[src/rtl/cpu_pkg.sv]
// Shared constants and the writeback entry type for the CPU datapath.
// Entries carry a destination register and an 8-bit signed result.
package cpu_pkg;

    localparam int unsigned BUS_WIDTH = 7;
    localparam int unsigned MAX_REGISTERS = 16;

    function automatic int unsigned reg_addr_width_of(input int unsigned registers);
        return (registers > 1) ? $clog2(registers) : 1;
    endfunction

    localparam int unsigned REG_ADDR_WIDTH = reg_addr_width_of(MAX_REGISTERS);

    typedef struct packed {
        logic [REG_ADDR_WIDTH-1:0] address;
        logic signed [BUS_WIDTH:0] data;
    } writeback_entry_t;

endpackage

[src/rtl/cpu_writeback_stage_if.sv]
// Producer-side handshakes into the writeback stage: ALU and tensor readback channels.
// master = producers, slave = writeback stage.
interface cpu_writeback_stage_if #(
    parameter int unsigned NUMBER_OF_REGISTERS = 16
);
    import cpu_pkg::*;

    localparam int unsigned AW = reg_addr_width_of(NUMBER_OF_REGISTERS);

    logic                      alu_valid_in;
    logic                      alu_ready_out;
    logic [AW-1:0]             alu_address_in;
    logic signed [BUS_WIDTH:0] alu_data_in;
    logic                      tensor_valid_in;
    logic                      tensor_ready_out;
    logic [AW-1:0]             tensor_address_in;
    logic signed [BUS_WIDTH:0] tensor_data_in;

    modport master (
        output alu_valid_in, alu_address_in, alu_data_in,
        output tensor_valid_in, tensor_address_in, tensor_data_in,
        input  alu_ready_out, tensor_ready_out
    );

    modport slave (
        input  alu_valid_in, alu_address_in, alu_data_in,
        input  tensor_valid_in, tensor_address_in, tensor_data_in,
        output alu_ready_out, tensor_ready_out
    );

endinterface

[src/rtl/writeback_fifo.sv]
// Synchronous FIFO of writeback entries for the tensor channel.
// Exposes storage and per-slot valid bits so the stage can build its pending bitmap.
module writeback_fifo
    import cpu_pkg::*;
#(
    parameter int unsigned FIFO_DEPTH = 4
) (
    input  logic                          clock_in,
    input  logic                          reset_in,
    input  logic                          push_in,
    input  writeback_entry_t              push_entry_in,
    input  logic                          pop_in,
    output writeback_entry_t              head_entry_out,
    output logic                          full_out,
    output logic                          empty_out,
    output logic [$clog2(FIFO_DEPTH):0]   count_out,
    output writeback_entry_t              entries_out [FIFO_DEPTH],
    output logic [FIFO_DEPTH-1:0]         entry_valid_out
);

    localparam int unsigned PW = $clog2(FIFO_DEPTH);
    localparam int unsigned CW = PW + 1;

    writeback_entry_t entries_q [FIFO_DEPTH];
    logic [PW-1:0]    read_pointer_q;
    logic [PW-1:0]    write_pointer_q;
    logic [CW-1:0]    count_q;
    logic             push_enable;
    logic             pop_enable;
    logic [PW-1:0]    slot_offset;

    assign full_out       = (count_q == CW'(FIFO_DEPTH));
    assign empty_out      = (count_q == '0);
    assign count_out      = count_q;
    assign push_enable    = push_in && !full_out;
    assign pop_enable     = pop_in && !empty_out;
    assign head_entry_out = entries_q[read_pointer_q];
    assign entries_out    = entries_q;

    always_ff @(posedge clock_in or negedge reset_in) begin
        if (!reset_in) begin
            for (int i = 0; i < FIFO_DEPTH; i++) begin
                entries_q[i] <= '0;
            end
            read_pointer_q  <= '0;
            write_pointer_q <= '0;
            count_q         <= '0;
        end else begin
            if (push_enable) begin
                entries_q[write_pointer_q] <= push_entry_in;
                write_pointer_q            <= write_pointer_q + PW'(1);
            end
            if (pop_enable) begin
                read_pointer_q <= read_pointer_q + PW'(1);
            end
            if (push_enable != pop_enable) begin
                count_q <= push_enable ? count_q + CW'(1) : count_q - CW'(1);
            end
        end
    end

    // A slot is live when its distance from the read pointer is below the count.
    always_comb begin
        entry_valid_out = '0;
        slot_offset     = '0;
        for (int i = 0; i < FIFO_DEPTH; i++) begin
            slot_offset        = PW'(i) - read_pointer_q;
            entry_valid_out[i] = ({1'b0, slot_offset} < count_q);
        end
    end

endmodule

[src/rtl/cpu_writeback_stage.sv]
// Writeback stage: arbitrates ALU and buffered tensor results onto the single
// register-file write port, with starvation control and a pending-write bitmap.
module cpu_writeback_stage
    import cpu_pkg::*;
#(
    parameter int unsigned NUMBER_OF_REGISTERS = 16,
    parameter int unsigned FIFO_DEPTH = 4,
    parameter int unsigned STARVE_LIMIT = 3,
    localparam int unsigned AW = reg_addr_width_of(NUMBER_OF_REGISTERS)
) (
    input  logic                           clock_in,
    input  logic                           reset_in,
    cpu_writeback_stage_if.slave           bus,
    output logic                           write_enable_out,
    output logic [AW-1:0]                  write_register_address_out,
    output logic signed [BUS_WIDTH:0]      write_data_out,
    output logic [NUMBER_OF_REGISTERS-1:0] pending_out,
    output logic [7:0]                     dropped_count_out
);

    localparam int unsigned CW = $clog2(FIFO_DEPTH) + 1;
    localparam int unsigned SW = (STARVE_LIMIT > 0) ? $clog2(STARVE_LIMIT + 1) : 1;

    writeback_entry_t          alu_entry;
    writeback_entry_t          tensor_entry;
    writeback_entry_t          head_entry;
    writeback_entry_t          selected_entry;
    writeback_entry_t          fifo_entries [FIFO_DEPTH];
    logic [FIFO_DEPTH-1:0]     fifo_entry_valid;
    logic [CW-1:0]             fifo_count;
    logic                      fifo_full;
    logic                      fifo_empty;
    logic                      fifo_push;
    logic                      fifo_pop;
    logic                      take_alu;
    logic                      selected_valid;
    logic                      starved;
    logic [SW-1:0]             starve_q;
    logic [SW-1:0]             starve_d;
    logic                      write_enable_q;
    logic [AW-1:0]             write_address_q;
    logic signed [BUS_WIDTH:0] write_data_q;
    logic [7:0]                dropped_q;
    logic [NUMBER_OF_REGISTERS-1:0] pending;

    assign alu_entry    = '{address: REG_ADDR_WIDTH'(bus.alu_address_in),
                            data: bus.alu_data_in};
    assign tensor_entry = '{address: REG_ADDR_WIDTH'(bus.tensor_address_in),
                            data: bus.tensor_data_in};

    assign bus.tensor_ready_out = (fifo_count < CW'(FIFO_DEPTH));
    assign fifo_push            = bus.tensor_valid_in && bus.tensor_ready_out;

    writeback_fifo #(
        .FIFO_DEPTH (FIFO_DEPTH)
    ) u_fifo (
        .clock_in        (clock_in),
        .reset_in        (reset_in),
        .push_in         (fifo_push),
        .push_entry_in   (tensor_entry),
        .pop_in          (fifo_pop),
        .head_entry_out  (head_entry),
        .full_out        (fifo_full),
        .empty_out       (fifo_empty),
        .count_out       (fifo_count),
        .entries_out     (fifo_entries),
        .entry_valid_out (fifo_entry_valid)
    );

    always_comb begin
        starved           = !fifo_empty && (starve_q == SW'(STARVE_LIMIT));
        bus.alu_ready_out = 1'b1;
        take_alu          = 1'b0;
        fifo_pop          = 1'b0;
        if (fifo_full || starved) begin
            fifo_pop          = 1'b1;
            bus.alu_ready_out = 1'b0;
        end else if (bus.alu_valid_in) begin
            take_alu = 1'b1;
        end else if (!fifo_empty) begin
            fifo_pop = 1'b1;
        end
        selected_valid = take_alu || fifo_pop;
        selected_entry = take_alu ? alu_entry : head_entry;

        // Counts ALU wins only while tensor entries are waiting behind them.
        starve_d = starve_q;
        if (fifo_pop || fifo_empty) begin
            starve_d = '0;
        end else if (take_alu) begin
            starve_d = starve_q + SW'(1);
        end
    end

    always_ff @(posedge clock_in or negedge reset_in) begin
        if (!reset_in) begin
            starve_q        <= '0;
            write_enable_q  <= 1'b0;
            write_address_q <= '0;
            write_data_q    <= '0;
            dropped_q       <= '0;
        end else begin
            starve_q       <= starve_d;
            write_enable_q <= 1'b0;
            if (selected_valid) begin
                // Register 0 is hardwired: consume the entry but never write it.
                if (selected_entry.address == '0) begin
                    if (dropped_q != 8'hFF) begin
                        dropped_q <= dropped_q + 8'd1;
                    end
                end else begin
                    write_enable_q  <= 1'b1;
                    write_address_q <= AW'(selected_entry.address);
                    write_data_q    <= selected_entry.data;
                end
            end
        end
    end

    always_comb begin
        pending = '0;
        for (int i = 0; i < FIFO_DEPTH; i++) begin
            if (fifo_entry_valid[i]) begin
                pending[AW'(fifo_entries[i].address)] = 1'b1;
            end
        end
        if (write_enable_q) begin
            pending[write_address_q] = 1'b1;
        end
        pending[0] = 1'b0;
    end

    assign write_enable_out           = write_enable_q;
    assign write_register_address_out = write_address_q;
    assign write_data_out             = write_data_q;
    assign pending_out                = pending;
    assign dropped_count_out          = dropped_q;

endmodule
[src/flat_wrapper.sv]
// flat-port wrapper written by rule: the top's interface ports become plain ports
module cpu_writeback_stage_flat import cpu_pkg::*;
#(
    parameter int unsigned NUMBER_OF_REGISTERS = 16,
    parameter int unsigned FIFO_DEPTH = 4,
    parameter int unsigned STARVE_LIMIT = 3,
    localparam int unsigned AW = reg_addr_width_of(NUMBER_OF_REGISTERS)
)
  (clock_in, reset_in, write_enable_out, write_register_address_out, write_data_out, pending_out, dropped_count_out, bus_alu_valid_in, bus_alu_address_in, bus_alu_data_in, bus_tensor_valid_in, bus_tensor_address_in, bus_tensor_data_in, bus_alu_ready_out, bus_tensor_ready_out);
  cpu_writeback_stage_if #(.NUMBER_OF_REGISTERS(NUMBER_OF_REGISTERS)) bus_i ();
  input  logic clock_in;
  input  logic reset_in;
  output logic write_enable_out;
  output logic [AW-1:0] write_register_address_out;
  output logic signed [BUS_WIDTH:0] write_data_out;
  output logic [NUMBER_OF_REGISTERS-1:0] pending_out;
  output logic [7:0] dropped_count_out;
  input wire logic [$bits(bus_i.alu_valid_in)-1:0] bus_alu_valid_in;
  input wire logic [$bits(bus_i.alu_address_in)-1:0] bus_alu_address_in;
  input wire logic [$bits(bus_i.alu_data_in)-1:0] bus_alu_data_in;
  input wire logic [$bits(bus_i.tensor_valid_in)-1:0] bus_tensor_valid_in;
  input wire logic [$bits(bus_i.tensor_address_in)-1:0] bus_tensor_address_in;
  input wire logic [$bits(bus_i.tensor_data_in)-1:0] bus_tensor_data_in;
  output wire logic [$bits(bus_i.alu_ready_out)-1:0] bus_alu_ready_out;
  output wire logic [$bits(bus_i.tensor_ready_out)-1:0] bus_tensor_ready_out;
  assign bus_i.alu_valid_in = bus_alu_valid_in;
  assign bus_i.alu_address_in = bus_alu_address_in;
  assign bus_i.alu_data_in = bus_alu_data_in;
  assign bus_i.tensor_valid_in = bus_tensor_valid_in;
  assign bus_i.tensor_address_in = bus_tensor_address_in;
  assign bus_i.tensor_data_in = bus_tensor_data_in;
  assign bus_alu_ready_out = bus_i.alu_ready_out;
  assign bus_tensor_ready_out = bus_i.tensor_ready_out;
  cpu_writeback_stage #(.NUMBER_OF_REGISTERS(NUMBER_OF_REGISTERS), .FIFO_DEPTH(FIFO_DEPTH), .STARVE_LIMIT(STARVE_LIMIT)) u_core (.clock_in(clock_in), .reset_in(reset_in), .bus(bus_i), .write_enable_out(write_enable_out), .write_register_address_out(write_register_address_out), .write_data_out(write_data_out), .pending_out(pending_out), .dropped_count_out(dropped_count_out));
endmodule
[config.mk]
export PLATFORM = sky130hd
export DESIGN_NAME = cpu_writeback_stage_flat
export DESIGN_NICKNAME = d
export VERILOG_FILES = /design/src/rtl/cpu_pkg.sv /design/src/rtl/cpu_writeback_stage_if.sv /design/src/rtl/writeback_fifo.sv /design/src/rtl/cpu_writeback_stage.sv /design/src/flat_wrapper.sv
export SDC_FILE = /design/constraint.sdc
export NUM_CORES = 1
export LEC_CHECK = 0
export BUFFER_PORTS_ARGS = -buffer_cell sky130_fd_sc_hd__buf_2
export CAP_MARGIN = 20
export CORE_MARGIN = 5
export CORE_UTILIZATION = 60
export CTS_CLUSTER_DIAMETER = 50
export CTS_CLUSTER_SIZE = 28
export DETAILED_ROUTE_END_ITERATION = 10
export GPL_TIMING_DRIVEN = 0
export PLACE_DENSITY = 0.84
export SLEW_MARGIN = 0
export SYNTH_ARGS = -nofsm -noshare
export SYNTH_HDL_FRONTEND = slang
export SYNTH_SLANG_ARGS = --single-unit
[constraint.sdc]
create_clock -name clock_in -period 5.3 [get_ports clock_in]
set_input_delay 0 -clock clock_in [delete_from_list [all_inputs] [get_ports clock_in]]
set_output_delay 0 -clock clock_in [all_outputs]
set_load 0.02 [all_outputs]
Yosys cells after proc, flatten, opt, wreduce, memory -nomap -nowiden

Index checks and enable logic that the tools add are counted.

Flip-flop bits (word level): 78
Output and inout port bits: 39
Input port bits: 28
Logic and storage cells: 108

Muxes and demuxes: 33
Eq/ne operators: 4
Magnitude comparators: 18
Reduce and logical (&&, ||, !) cells: 20
Add/sub/neg operators: 10
Bitwise operators: 7

Operators with widths:

| kind                                                                                | count |
|---|---|
| 16-bit 2-to-1 mux                                                                   | 5 |
| 16-bit OR                                                                           | 4 |
| 48-bit bitwise mux                                                                  | 1 |
| 12-bit 2-to-1 mux                                                                   | 4 |
| 4-bit by 5-bit < comparator with 1-bit output, second input constant                | 5 |
| 12-bit binary-select mux with 2-bit select                                          | 1 |
| 12-bit demux with 2-bit select                                                      | 1 |
| 1-bit demux with 4-bit select                                                       | 5 |
| 4-bit by 1-bit greater-or-equal comparator with 1-bit output, second input constant | 5 |
| 1-bit 2-to-1 mux                                                                    | 13 |
| 2-bit by 3-bit < comparator with 1-bit output                                       | 4 |
| 1-bit logical AND                                                                   | 10 |
| 8-bit by 1-bit adder with 8-bit output, second input constant                       | 1 |
| 8-bit inequality test, second input constant                                        | 1 |
| 2-bit by 1-bit adder with 2-bit output, second input constant                       | 3 |
| 3-bit greater-or-equal comparator, second input constant                            | 2 |
| 2-bit inverter with 3-bit output                                                    | 2 |
| 4-bit zero test                                                                     | 1 |
| 2-bit 2-to-1 mux                                                                    | 2 |
| 1-bit by 2-bit subtractor with 2-bit output, first input constant                   | 2 |
| 2-bit subtractor, first input constant                                              | 2 |
| 3-bit by 1-bit adder with 3-bit output, second input constant                       | 1 |
| 3-bit == test, second input constant                                                | 1 |
| 3-bit zero test                                                                     | 1 |
| 12 further kinds                                                                    | 15 |

Longest topological paths before layout

Depth in word-level cells: 13
Depth in mapped cells: 9
Gate-level depth less buffers: 7

By module

Synthesis repeated with hierarchy kept, for this count alone.

Cell total of the unflattened synthesis: 397
Area total of the unflattened synthesis: 4653.2 µm²

By module, submodules not included:

| module              | sequential area each (µm²) | cells each | times used | area an instance (µm²) |
|---|---|---|---|---|
| writeback_fifo      | 1376.3                     | 188        | 1          | 2778.9 |
| cpu_writeback_stage | 575.6                      | 209        | 1          | 1874.3 |

Least setup slack after synthesis

Ideal clock, no wire load.

Path kind: register to output
Start point: register u_core.u_fifo.read_pointer_q[0]
End point: output pending_out[9]
Setup slack: 2781 ps
Buffers on the path: 2
Cell stages (with the launch flop): 10
Arrival: 2519 ps
Data required time: 5300 ps
Cell sequence: dfrtp_1 -> buf_6 -> buf_1 -> xor2_1 -> inv_1 -> ha_1 -> a21oi_1 -> o21ai_0 -> o32ai_1 -> or4_1

Longest elaborated chain between the ends: 11
Elaborated cells between the ends (all ways): 17
Those cells by class: 4 x add/sub; 4 x order compare; 5 x mux; 4 x bitwise

RTL lines:

| item                                          | line                       | RTL |
|---|---|---|
| from (decl)                                   | writeback_fifo.sv:25       | `logic [PW-1:0] read_pointer_q;` |
| from (signal assigned)                        | writeback_fifo.sv:54       | `read_pointer_q <= read_pointer_q + PW'(1);` |
| 1-bit by 2-bit subtractor with 2-bit output   | writeback_fifo.sv:67       | `slot_offset = PW'(i) - read_pointer_q;` |
| 2-bit by 3-bit < comparator with 1-bit output | writeback_fifo.sv:68       | `entry_valid_out[i] = ({1'b0, slot_offset} < count_q);` |
| 16-bit 2-to-1 mux                             | cpu_writeback_stage.sv:123 | `if (fifo_entry_valid[i]) begin` |
| 16-bit OR (no source line)                    | --                         |  |
| 16-bit 2-to-1 mux                             | cpu_writeback_stage.sv:123 |  |
| 16-bit OR (no source line)                    | --                         |  |
| 16-bit 2-to-1 mux                             | cpu_writeback_stage.sv:123 |  |
| 16-bit OR (no source line)                    | --                         |  |
| 16-bit 2-to-1 mux (*)                         | cpu_writeback_stage.sv:123 |  |
| 16-bit OR (no source line)                    | --                         |  |
| 16-bit 2-to-1 mux (*)                         | cpu_writeback_stage.sv:127 | `if (write_enable_q) begin` |
| to (decl)                                     | flat_wrapper.sv:16         | `output logic [NUMBER_OF_REGISTERS-1:0] pending_out;` |

Every way passes the cells marked *; elsewhere a longest branch is shown, timed or not.

Worst setup path after layout

Same ends and word-level chain as after synthesis.

==> flow_summary.yaml <==
setup_path:
  regToRegSetupSlack_ns: 2.62
  worst-setup-path-type: "register to output pin"
  r2r-end: "u_core.write_data_out[5]$_DFFE_PN0P_"
  slowest_delay_ns: 0.61
  timing.critical_path.buf_inv: 4
  cp.arrival_ns: 3.49
  cp_cell_sequence: "buf_6 -> buf_1 -> xor2_1 -> inv_1 -> ha_1 -> a21oi_1 -> o21ai_0 -> o32ai_1 -> or4_1 -> buf_2"
  timing.rr.start: "u_core.u_fifo.entries_out[33]$_DFFE_PN0P_"
  startpoint_type: "register"
  crit_family: "buffers and inverters"
  cp-end-kind: "output pin"
  ff2ff_path_depth: 7
  cp_max_fo: 10
  cp.required_ns: 5.30
  crit_path_top_delay_cell: "buf_1"
power_and_ir_drop:
  p_comb_share_pct: 56.6
  switching_share_pct: 45.06
  p_seq_share_pct: 31.2
  p_per_area_mw_per_mm2: 678.2
  clockPowerShare_pct: 12.2
  p_sw_w: 0.001623
  vdd_drop_max_mv: 0.3967
  p_int_w: 0.001979
  power.leakage_nw: 2.405
sta:
  final-setup-viol-count: 0
  worst_pin_slew_ns: 0.9163
  finalCriticalPeriod_ns: 3.485
  hold_ws_ns: 0.06817
  fin_skew_ns: 0.01162
  fin_setup_tns_ns: 0
  rsz0062_at_grt: "false"
  fin_crit_sh_pct: 65.76
  hold_viol_final: 0
  slew_violations: 0
  slew_headroom_pct: 38.39
  fmax_ghz: 0.2869
yosys:
  netlist_area_sq_mm: 0.004375
  synth.distinct_cells: 49
  synth_area_leaders: "dfrtp_1 45%, mux2_2 13%, mux4_2 6.2%, ha_1 2.9%, mux2i_1 2.7%"
  syn_avg_cell_area_sq_um: 11.08
  synth_common_cells: "78 x dfrtp_1, 49 x mux2_2, 29 x nand2_1, 22 x o21ai_0, 17 x inv_1"
  synth_area_leader_cell: "dfrtp_1"
  ys_ff_latch: 78
  ys.flop_type: "dfrtp_1"
  synthCells: 395
  synth_top_area_share_pct: 44.61
  synth-async-reset-ratio_pct: 100.0
  synth_nets: 434
  seq_area_frac_synth_pct: 44.61
  synth_edf_count: 0
  yosys_warnings: 0
  synth.most_common_cell: "dfrtp_1"
global_route:
  overflow: 0
  antenna_found_initial: 0
  grt_util_met2_pct: 42.97
  grt_usage_pct: 26.10
  grt-busiest-layer: "met2"
  grt_max_degree: 76
  grt_pass1_wl_um: 17950
  gr-usage-met1_pct: 34.27
  met3_usage_pct: 5.919
  grt_pass1_vias: 3549
place:
  port_buffers: 65
  gp_congestion: 0.9912
  hpwlAfterDp_um: 7836
clocking:
  htreeDepth: 3
  root_buffer: "clkbuf_8"
  cts_setup_buffers: 0
  clk_pin_slew_ns: 0.08
  insertion_delay_ns: 0.36
  numCtsBuffers: 9
  cts_num_sinks: 78
  cts_max_path_buffers: 2
  cts_tree: "yes"
job:
  timing.max_cap.violations: 0
layout:
  final_util_pct: 74.02
  layout-drive-gt1-share_pct: 31.21
  regArea_sq_mm: 0.001952
  num_antenna_cells: 0
  multi_input_area_sq_mm: 0.002261
  nFillCells: 483
  syn2layout_area_growth_pct: 21.39
  nets: 538
drt:
  firstDrtPassIters: 5
  drt-initial-drc-count: 210
  via_per_inst: 6.048
  wl_per_cell_um: 18.66
  drc: 0
  num_vias: 3641
  ant_nets: 0
  drt-total-wl_um: 11230
floorplanning:
  dieWidth_um: 95.40
  std_cell_rows: 31
  ioPinCount: 67
  initial_utilization_pct: 60.98
  core_area_sq_mm: 0.007176
  die_h_um: 95.40
  dieArea_sq_mm: 0.009100
min_path:
  hp-start: "bus_tensor_valid_in"
  min_delay_path_depth: 3
  min_to: "u_core.u_fifo.count_out[2]$_DFFE_PN0P_"
  min_path_type: "primary input to register"
outcome:
  outcome: "finished, final reports clean"
==> kinds of logic after synthesis <==
group / Yosys count / synth area share, %
muxes: 74 / 21.88
buffers and inverters: 39 / 3.717
and+or+nand+nor: 117 / 14.41
DFF: 78 / 44.61
adders and majority gates: 11 / 3.317
xor gates and xnor gates: 13 / 2.602
other: 1 / 0.08571
AOI/OAI and AO/OA: 62 / 9.380
==> worst register-to-register path, cell delays in order, from the launching register on <==
cell and delay (ns):
dfrtp_1 0.37, clkbuf_1 0.25, mux4_2 0.55, or4_4 0.57, o211ai_1 0.35, buf_2 0.30, nand2_1 0.11, o21ai_0 0.11
==> power groups by stage <==
stage	combinational, W	sequential (W)	clock, W
after global routing	0.00220	0.00115	0.000476
after detailed placement	0.00198	0.00112	0
after CTS	0.00201	0.00111	0.000445
final	0.00204	0.00112	0.000440
after global placement	0.00192	0.00109	0
after floorplan	0.00139	0.00114	0
==> flip-flops by register name, indices dropped and copies added, names as in the netlist <==
signal / count
u_core.u_fifo.count_out: 3
u_core.dropped_count_out: 8
u_core.write_enable_out: 1
u_core.u_fifo.entries_out: 48
u_core.write_data_out: 8
u_core.write_register_address_out: 4
u_core.u_fifo.write_pointer_q: 2
u_core.starve_q: 2
u_core.u_fifo.read_pointer_q: 2
==> placed cells by master, fill, tap and decap left out, types with 3 or more instances in the layout <==
| cell type | count |
|---|---|
| nand3b_1 | 4 |
| o31ai_1 | 3 |
| o21ai_0 | 22 |
| or3b_2 | 3 |
| clkbuf_8 | 9 |
| clkinv_2 | 3 |
| nand2_1 | 29 |
| nor3_1 | 10 |
| nor2_1 | 16 |
| a21oi_1 | 3 |
| mux2i_1 | 12 |
| clkbuf_1 | 13 |
| ha_1 | 10 |
| nor4_1 | 6 |
| nand2b_1 | 10 |
| or4_1 | 3 |
| o22ai_1 | 13 |
| mux4_2 | 12 |
| o32ai_1 | 6 |
| buf_1 | 3 |
| dlygate4sd3_1 | 27 |
| or3_1 | 13 |
| xor2_1 | 8 |
| o211ai_1 | 8 |
| nor3b_1 | 4 |
| buf_2 | 67 |
| xnor2_1 | 5 |
| nand3_1 | 9 |
| inv_1 | 17 |
| dfrtp_1 | 78 |
| mux2_2 | 49 |
==> what timing repair did <==
item,4_1_cts,5_1_grt
hold buffers,27,0
resized for setup,0,0
endpoints found under the hold margin,140,0
==> cell type report <==
class / count / share of cell area (%)
clock inverter: 6 / 1.178
inverter: 17 / 1.201
tap: 99 / 2.332
buffer: 22 / 1.861
multi-input combinational: 278 / 42.57
timing repair buffer: 93 / 11.78
clock buffer: 9 / 2.332
sequential: 78 / 36.75
==> worst max-delay path by stage <==
stage	slack [ns]	end	depth (start not counted)	from
3_5_place_dp	2.22	pending_out[9]	10	u_core.u_fifo.read_pointer_q[0]$_DFFE_PN0P_
3_3_place_gp	2.27	pending_out[9]	10	u_core.u_fifo.read_pointer_q[0]$_DFFE_PN0P_
4_1_cts	1.83	pending_out[9]	10	u_core.u_fifo.read_pointer_q[0]$_DFFE_PN0P_
6_report	1.81	pending_out[9]	10	u_core.u_fifo.read_pointer_q[0]$_DFFE_PN0P_
5_1_grt	1.62	pending_out[9]	10	u_core.u_fifo.read_pointer_q[0]$_DFFE_PN0P_
2_1_floorplan	2.78	pending_out[9]	9	u_core.u_fifo.read_pointer_q[0]$_DFFE_PN0P_
==> metal layers <==
layer	share of wire [%]	up-vias	routed length [um]
li1	-	1655	-
met2	50	173	5598
met5	0	-	0
met1	41	1795	4614
met3	7.8	18	873
met4	1.3	0	144
==> through the flow <==
stage	total power [W]	setup slack, ns	instance area, sq um	instances
after floorplan	0.002527	2.781	4375	395
after global placement	0.003012	2.271	4825	559
after detailed placement	0.003102	2.223	4855	560
after CTS	0.003560	1.829	5311	602
after global routing	0.003830	1.622	5311	602
final	0.003602	1.815	5311	602
No activity file was read; power rests on OpenSTA's default activity.
